**config.mk**
```make
export PLATFORM = sky130hd
export DESIGN_NAME = periodic_framer_v2
export DESIGN_NICKNAME = d
export VERILOG_FILES = /design/src/rtl/periodic_framer_v2.sv
export SDC_FILE = /design/constraint.sdc
export NUM_CORES = 1
export LEC_CHECK = 0
export BUFFER_PORTS_ARGS = -buffer_cell sky130_fd_sc_hd__clkbuf_2
export CORE_UTILIZATION = 31
export CTS_BUF_LIST = sky130_fd_sc_hd__clkbuf_4 sky130_fd_sc_hd__clkbuf_8 sky130_fd_sc_hd__clkbuf_16
export DETAILED_ROUTE_END_ITERATION = 7
export SLEW_MARGIN = 20
export SYNTH_ARGS = -nofsm -noshare
export SYNTH_HDL_FRONTEND = slang
export SYNTH_SLANG_ARGS = --single-unit
```
**constraint.sdc**
```tcl
create_clock -name clk -period 9.8 [get_ports clk]
set_clock_uncertainty 0.15 [all_clocks]
set_input_delay 1.96 -clock clk [delete_from_list [all_inputs] [get_ports clk]]
set_output_delay 1.96 -clock clk [all_outputs]
set_load 0.03 [all_outputs]
```
**src/rtl/periodic_framer_v2.sv**
```systemverilog
// Periodic AXI-stream framer: after a trigger it drops an offset, then alternates
// guard gaps and fixed-length frames (tagged with tlast and a frame index).
module periodic_framer_v2 #(
  parameter int unsigned WIDTH     = 32,
  parameter int unsigned SR_BASE   = 16,
  parameter int unsigned LEN_WIDTH = 16,
  parameter int unsigned CNT_WIDTH = 16
) (
  input  logic                 clk,
  input  logic                 reset_n,
  input  logic                 set_stb,
  input  logic [7:0]           set_addr,
  input  logic [31:0]          set_data,
  input  logic                 trigger,
  input  logic [WIDTH-1:0]     i_tdata,
  input  logic                 i_tlast,
  input  logic                 i_tvalid,
  output logic                 i_tready,
  output logic [WIDTH-1:0]     o_tdata,
  output logic                 o_tlast,
  output logic [CNT_WIDTH-1:0] o_tuser,
  output logic                 o_tvalid,
  input  logic                 o_tready,
  output logic                 busy
);

  localparam logic [7:0] A_FRAME  = 8'(SR_BASE);
  localparam logic [7:0] A_GAP    = 8'(SR_BASE + 1);
  localparam logic [7:0] A_OFFSET = 8'(SR_BASE + 2);
  localparam logic [7:0] A_MAX    = 8'(SR_BASE + 3);
  localparam logic [7:0] A_CTRL   = 8'(SR_BASE + 4);

  typedef enum logic [1:0] {S_IDLE, S_OFFSET, S_GAP, S_FRAME} state_e;

  logic [LEN_WIDTH-1:0] frame_len_q, gap_len_q, offset_q;
  logic [CNT_WIDTH-1:0] max_frames_q;
  logic                 gap_first_q, retrig_en_q;

  state_e               state_q, state_d;
  logic [LEN_WIDTH-1:0] cnt_q, cnt_d;
  logic [CNT_WIDTH-1:0] fdone_q, fdone_d;
  logic                 pend_q, pend_d;
  logic                 abort_pend_q, abort_pend_d;
  logic [LEN_WIDTH-1:0] sh_frame_q, sh_frame_d, sh_gap_q, sh_gap_d;
  logic [CNT_WIDTH-1:0] sh_max_q, sh_max_d;
  logic                 sh_gap_first_q, sh_gap_first_d;

  logic                 abort_c, trig_c, start_ok_c, beat_c, last_beat_c, restart_c;
  logic [CNT_WIDTH-1:0] fdone_inc_c;
  logic                 unused_bits;

  assign unused_bits = ^set_data;

  assign abort_c     = set_stb && (set_addr == A_CTRL) && set_data[2];
  assign trig_c      = trigger && !abort_c;
  assign start_ok_c  = trig_c && (frame_len_q != '0);
  assign beat_c      = i_tvalid && i_tready;
  assign last_beat_c = (cnt_q == LEN_WIDTH'(1));
  assign fdone_inc_c = fdone_q + CNT_WIDTH'(1);

  // Settings registers; the abort bit is a strobe and is never stored.
  always_ff @(posedge clk or negedge reset_n) begin
    if (!reset_n) begin
      frame_len_q  <= LEN_WIDTH'(64);
      gap_len_q    <= LEN_WIDTH'(16);
      offset_q     <= '0;
      max_frames_q <= '0;
      gap_first_q  <= 1'b1;
      retrig_en_q  <= 1'b0;
    end else if (set_stb) begin
      if (set_addr == A_FRAME)  frame_len_q  <= LEN_WIDTH'(set_data);
      if (set_addr == A_GAP)    gap_len_q    <= LEN_WIDTH'(set_data);
      if (set_addr == A_OFFSET) offset_q     <= LEN_WIDTH'(set_data);
      if (set_addr == A_MAX)    max_frames_q <= CNT_WIDTH'(set_data);
      if (set_addr == A_CTRL) begin
        gap_first_q <= set_data[0];
        retrig_en_q <= set_data[1];
      end
    end
  end

  always_comb begin
    state_d        = state_q;
    cnt_d          = cnt_q;
    fdone_d        = fdone_q;
    pend_d         = pend_q;
    abort_pend_d   = abort_pend_q;
    sh_frame_d     = sh_frame_q;
    sh_gap_d       = sh_gap_q;
    sh_max_d       = sh_max_q;
    sh_gap_first_d = sh_gap_first_q;
    restart_c      = 1'b0;

    case (state_q)
      S_IDLE: restart_c = start_ok_c;
      S_OFFSET, S_GAP: begin
        if (abort_c) begin
          state_d = S_IDLE;
        end else if (start_ok_c && retrig_en_q) begin
          restart_c = 1'b1;
        end else if (beat_c && i_tlast) begin
          state_d = S_IDLE;
        end else if (beat_c) begin
          if (!last_beat_c) begin
            cnt_d = cnt_q - LEN_WIDTH'(1);
          end else if ((state_q == S_OFFSET) && sh_gap_first_q && (sh_gap_q != '0)) begin
            state_d = S_GAP;
            cnt_d   = sh_gap_q;
          end else begin
            state_d = S_FRAME;
            cnt_d   = sh_frame_q;
          end
        end
      end
      S_FRAME: begin
        // Abort and retrigger in a frame are deferred to its final beat.
        if (abort_c) begin
          abort_pend_d = 1'b1;
          pend_d       = 1'b0;
        end else if (trig_c && retrig_en_q) begin
          pend_d = 1'b1;
        end
        if (beat_c) begin
          if (last_beat_c) begin
            fdone_d = fdone_inc_c;
            cnt_d   = sh_frame_q;
            if (i_tlast || abort_pend_q || abort_c) begin
              state_d = S_IDLE;
            end else if (pend_q || (trig_c && retrig_en_q)) begin
              restart_c = 1'b1;
            end else if ((sh_max_q != '0) && (fdone_inc_c == sh_max_q)) begin
              state_d = S_IDLE;
            end else if (sh_gap_q != '0) begin
              state_d = S_GAP;
              cnt_d   = sh_gap_q;
            end
          end else if (i_tlast) begin
            state_d = S_IDLE;
          end else begin
            cnt_d = cnt_q - LEN_WIDTH'(1);
          end
        end
      end
      default: state_d = S_IDLE;
    endcase

    // New run: capture live settings and enter the first non-empty stage.
    if (restart_c) begin
      sh_frame_d     = frame_len_q;
      sh_gap_d       = gap_len_q;
      sh_max_d       = max_frames_q;
      sh_gap_first_d = gap_first_q;
      fdone_d        = '0;
      if (frame_len_q == '0) begin
        state_d = S_IDLE;
      end else if (offset_q != '0) begin
        state_d = S_OFFSET;
        cnt_d   = offset_q;
      end else if (gap_first_q && (gap_len_q != '0)) begin
        state_d = S_GAP;
        cnt_d   = gap_len_q;
      end else begin
        state_d = S_FRAME;
        cnt_d   = frame_len_q;
      end
    end

    if (restart_c || (state_d == S_IDLE)) begin
      pend_d       = 1'b0;
      abort_pend_d = 1'b0;
    end
  end

  always_ff @(posedge clk or negedge reset_n) begin
    if (!reset_n) begin
      state_q        <= S_IDLE;
      cnt_q          <= '0;
      fdone_q        <= '0;
      pend_q         <= 1'b0;
      abort_pend_q   <= 1'b0;
      sh_frame_q     <= LEN_WIDTH'(64);
      sh_gap_q       <= LEN_WIDTH'(16);
      sh_max_q       <= '0;
      sh_gap_first_q <= 1'b1;
    end else begin
      state_q        <= state_d;
      cnt_q          <= cnt_d;
      fdone_q        <= fdone_d;
      pend_q         <= pend_d;
      abort_pend_q   <= abort_pend_d;
      sh_frame_q     <= sh_frame_d;
      sh_gap_q       <= sh_gap_d;
      sh_max_q       <= sh_max_d;
      sh_gap_first_q <= sh_gap_first_d;
    end
  end

  // Zero-latency pass-through; drop states sink input unconditionally.
  assign i_tready = reset_n && ((state_q == S_FRAME) ? o_tready : 1'b1);
  assign o_tvalid = (state_q == S_FRAME) && i_tvalid;
  assign o_tlast  = (state_q == S_FRAME) && (last_beat_c || i_tlast);
  assign o_tdata  = i_tdata;
  assign o_tuser  = fdone_q;
  assign busy     = (state_q != S_IDLE);

endmodule
```
==> results of run 1 <==
==> final timing paths <==
check / startpoint / endpoint / slack [ns] / cells past startpoint
hold reg to reg: max_frames_q[11] / sh_max_q[11] / 0.35 / 1
setup / recovery: i_tlast / o_tlast / 4.66 / 4
hold / removal: max_frames_q[11] / sh_max_q[11] / 0.35 / 1
max in group asynchronous: reset_n / state_q[0] / 6.32 / 3
min in group asynchronous: reset_n / cnt_q[7] / 1.23 / 1
setup reg to reg: cnt_q[7] / cnt_q[1] / 4.91 / 9
==> state kept, by name, summed over array words and instances (netlist names), 2 cells and up <==
signal / cells
max_frames_q: 16
offset_q: 16
sh_max_q: 16
sh_gap_q: 16
o_tuser: 16
frame_len_q: 16
cnt_q: 16
sh_frame_q: 16
gap_len_q: 16
state_q: 2
==> power groups by stage <==
| stage | registers, µW | logic, µW | clock network (µW) |
|---|---|---|---|
| floorplan | 787 | 727 | 0 |
| global placement | 834 | 899 | 0 |
| detailed placement | 836 | 904 | 0 |
| CTS | 826 | 910 | 695 |
| global route | 843 | 995 | 720 |
| finish | 830 | 919 | 682 |
==> layer usage <==
metal  vias up  wire length [µm]  GRT usage (%)
li1       3230                 -              -
met1      3479             11500           24.0
met2       232             11200           27.1
met3        48              1460           4.03
met4         0               709           7.69
met5         -                 0              0
==> kinds of logic after synthesis <==
| group | Yosys count | synth area share [%] |
|---|---|---|
| flip-flops | 151 | 42.5 |
| multiplexers | 156 | 19.2 |
| AND/OR/NAND/NOR | 251 | 14.5 |
| XOR/XNOR | 42 | 4.13 |
| AO/OA/AOI/OAI | 173 | 13.0 |
| adder cells (fa/ha/maj) | 7 | 0.982 |
| buffers and inverters | 99 | 5.66 |
==> worst max-delay path: stages <==
cell and delay (ns):
clkbuf_2 0.27, nor2_1 0.48, nor2_1 0.10, clkbuf_2 0.21
==> layout by cell type (no fill, tap or decap), drive strengths merged, types with 7 or more instances in the layout <==
cell type  count
and3           7
nor3          27
a21oi         31
ha             7
nand4         13
o22ai          8
nor4          28
inv           27
xnor2         22
mux2i         34
mux2         122
o21ai         43
a31oi         15
and2          10
clkbuf        66
dfrtp        145
nand2         52
xor2          20
o211ai         9
nor2          60
nand3         25
buf           11
==> through the flow <==
stage	util (%)	cells
2_1_floorplan	-	879
3_3_place_gp	33.2	1235
3_5_place_dp	33.2	1235
4_1_cts	35.4	1267
5_1_grt	35.4	1267
6_report	35.4	1267
==> layout make-up <==
cell class | instances | share of cell area (%)
multi-input cells | 629 | 46.9
repair buffers | 60 | 3.35
clock buffers | 17 | 4.29
well taps | 378 | 4.77
clock inverters | 15 | 1.81
flip-flops and latches | 151 | 38.2
inverters | 17 | 0.644
==> results.md, run 1 <==
* Status: complete, no violations
* Die area at 0.0294 mm²
* Post_cts resized at 0
* Slew @ Worst Pin at 1.03 ns
* Final-report setup violation count at 0
* Syn-to-layout area delta at 11.1%
* Core outline area at 0.0280 mm²
* Dpl ws at 4.40 ns
* Row count at 61
* Biggest area consumer among synthesized cells: dfrtp_1
* Clock root cell: clkbuf_16
* Initial antenna violation count at 0
* Max Transition Viols Final at 0
* Total negative setup slack at 0 ns
* Num ports at 131
* Final WS setup at 4.66 ns
* Hold_ws at 0.351 ns
* Worst Path Required at 7.69 ns
* CTS max path bufs at 2
* Gr ovfl total at 0
* CTS Buf Count at 17
* Clk_lat worst skew at 0.44 ns
* P_leak at 0.00439 µW
* Worst vdd ir at 0.000124 V
* Main flop type after synthesis: dfrtp_1
* Post-synthesis sequential area ratio at 42.5%
* Cell Pwr Density at 245 mW/mm²
* Layout cells sized above 1 at roughly a quarter
* CTS clk-pin slew, worst paths at 0.07 ns
* All-layer global routing usage at 17.8%
* Yosys top cell area share at 40.7%
* Routed WL per cell at 19.6 µm
* Max-Cap Viols at 0
* Net Sw Power at 970 µW
* HPWL after DPL at 17500 µm
* Hold Buf Count CTS at 0
* Register Area at ~0.0038 mm²
* Via Count at 6989
* Sw frac at between 30% and 40%
* Asr flop ratio synth at 100%
* ANT nets after route at 0
* Vias in the first global route at 6868
* Syn. warnings at 0
* DR vias/cell at 5.52
* Internal power at around 1500 µW
* List of most frequent post-synthesis cells: dfrtp_1, mux2_2, nor2_1
* CTS tree: yes
* Cells after synthesis at 879
* Synth unique cells at 71
* Final Hold Viols at 0
* Crit Path Category: input port to primary output
* Area of the multi-input gates at 0.00465 mm²
* Clock Power Share at 28.1%
* CP endpoint kind: primary output
* Syn Area/Cell at 10.1 µm²
* Initial DRC Count at 560
* Final WL at 24900 µm
* Combinational share of power at 37.8%
* CP Launch Type: input port
* RSZ-0062 raised after global routing: no
* First-pass GRT wire length at 39800 µm
* # H-tree levels at 4
* # DRC at 0
* Die X at 172 µm
* Clock sinks at 151
* Most frequent cell after synthesis: dfrtp_1
* Number of port buffers at 50
* FILL cells at 2841
* Total power at between 2000 and 2500 µW
* Seq cells post-synth at 151
* Drt pass-1 iters at 5
* # diodes at 0
* Synthesized area at roughly 0.0089 mm²
* Final GP Congestion at 0.918
* Sequential Power Share at 34.1%
* Worst EP arrival at 3.03 ns
* Largest net degree at the start of global routing at 75
* Top post-synthesis cells by area: dfrtp_1, mux2_2, mux2i_1
* Crit path max fanout at 17
* Worst min path class: flop to flop
* Starting Density at 31.8%
* Final nets at 962
* Post-synth EDFFs at 0
* Post-synthesis net count at 965
* FMAX at 0.195 GHz
* Dpl cell area at 0.00930 mm²
* Fin crit period at roughly 5.1 ns
* Layout Cell Area excl Fill at 0.00991 mm²
* Die height at 172 µm
* Setup Fix Bufs, Post-CTS at 0
* Crit share post-route at between 50 and 60%
* Worst slew margin at between 30% and 40%
No activity file was read; power rests on OpenSTA's default activity.
==> run 2: changes to the inputs <==
==> constraint.sdc (replaced) <==
create_clock -name clk -period 4.75 [get_ports clk]
set_clock_uncertainty 0.15 [all_clocks]
set_input_delay 0.95 -clock clk [delete_from_list [all_inputs] [get_ports clk]]
set_output_delay 0.95 -clock clk [all_outputs]
set_load 0.03 [all_outputs]
==> results.md, run 2 (synthesis gave the netlist of run 1 again) <==
* Status: complete, no violations
* Worst slew margin at 34.4%
* Crit Path Category: flop to primary output
* FMAX at approximately 0.25 GHz
* Initial antenna violation count at 2
* Syn-to-layout area delta at 12.1%
* Final-report setup violation count at 0
* Setup Fix Bufs, Post-CTS at 0
* Max-Cap Viols at 0
* Core outline area at 0.0280 mm²
* ANT nets after route at 0
* # H-tree levels at 4
* Starting Density at between 30% and 40%
* Via Count at 7061
* RSZ-0062 raised after global routing: no
* DR vias/cell at 5.55
* HPWL after DPL at between 15000 and 20000 µm
* CP Launch Type: flop
* Die X at 172 µm
* Largest net degree at the start of global routing at 79
* Slew @ Worst Pin at 0.984 ns
* Routed WL per cell at 19.7 µm
* # diodes at 0
* Gr ovfl total at 0
* Commonest non-fill, non-tap cell in the layout: dfrtp_1
* Die height at 172 µm
* Clock root cell: clkbuf_16
* Final nets at between 900 and 1000
* Layout Cell Area excl Fill at between 0.009 and 0.01 mm²
* Worst EP arrival at approximately 2.9 ns
* Commonest cells after routing, fill and taps aside: dfrtp_1, mux2_2, nor2_1, nand2_1, clkbuf_2
* Hold Buf Count CTS at 0
* Number of port buffers at 50
* Total power at 5050 µW
* Crit share post-route at between 80% and 90%
* Num ports at 131
* Row count at 61
* Crit path max fanout at 7
* Hold_ws at 0.351 ns
* Final core utilization at 35.7%
* Final WL at 25000 µm
* Fin crit period at approximately 4.0 ns
* Worst Path Required at between 3 and 4 ns
* All-layer global routing usage at between 10% and 20%
* Drt pass-1 iters at 5
* Final GP Congestion at between 0.9 and 1
* CTS tree: yes
* Layout cells sized above 1 at approximately 26%
* CTS clk-pin slew, worst paths at roughly 0.070 ns
* Clk_lat worst skew at around 0.43 ns
* CTS Buf Count at 17
* Final Hold Viols at 0
* CTS max path bufs at 2
* Initial DRC Count at around 530
* Clock sinks at approximately 150
* # DRC at 0
* CP endpoint kind: primary output
* Max Transition Viols Final at 0
* Total negative setup slack at 0 ns
* Die area at roughly 0.03 mm²
* Vias in the first global route at 6800
* Dpl cell area at 0.00933 mm²
* P_leak at ~0.0044 µW
* Post_cts resized at 0
* Cell Pwr Density at 505 mW/mm²
* Worst vdd ir at about 0.00029 V
* Worst min path class: flop to flop
* First-pass GRT wire length at 39900 µm
## run 2: worst paths after layout
check,startpoint,end,slack [ns],cells past startpoint
hold reg to reg,max_frames_q[15],sh_max_q[15],0.35,1
setup / recovery,cnt_q[7],o_tlast,0.75,6
setup reg to reg,o_tuser[4],cnt_q[11],1.01,9
min in group asynchronous,reset_n,cnt_q[14],0.50,2
max in group asynchronous,reset_n,sh_frame_q[6],2.32,5
hold / removal,max_frames_q[15],sh_max_q[15],0.35,1
## run 2: per-layer routing
layer  part of all wire [%]  global-route usage [%]  vias up  wire [µm]
li1                       -                       -     3247          -
met1                     45                    24.1     3501      11300
met2                     45                    27.8      260      11300
met3                    6.8                    3.45       51       1700
met4                    2.5                    6.41        2        620
met5                  0.052                       0        -         13
## run 2: stage by stage
step | cells | setup WS, ns
after detailed placement | 1239 | 1.04
after floorplan | 879 | 1.23
after CTS | 1271 | 0.783
final | 1272 | 0.751
after global placement | 1239 | 1.07
after global routing | 1272 | 0.665
## run 2: cell type report
type                       count  area, µm²
clock inverter                15        208
clock buffer                  17        425
timing repair buffer          65        389
fill                        2834      18000
sequential                   151       3790
multi-input combinational    629       4650
inverter                      17       63.8
tap                          378        473
## run 2: worst max-delay path: stages (launching register included)
cell	delay, ns
dfrtp_1	0.45
nor4_1	0.58
nor2b_1	0.40
and4_1	0.46
nor2_1	0.21
nor2_1	0.14
clkbuf_2	0.22
## run 2: power by group
part / total, µW / switching [µW] / internal, µW / leakage (µW)
registers: 1710 / 233 / 1480 / 0.00205
logic: 1890 / 1140 / 748 / 0.00207
clock network: 1450 / 641 / 812 / 0.000307
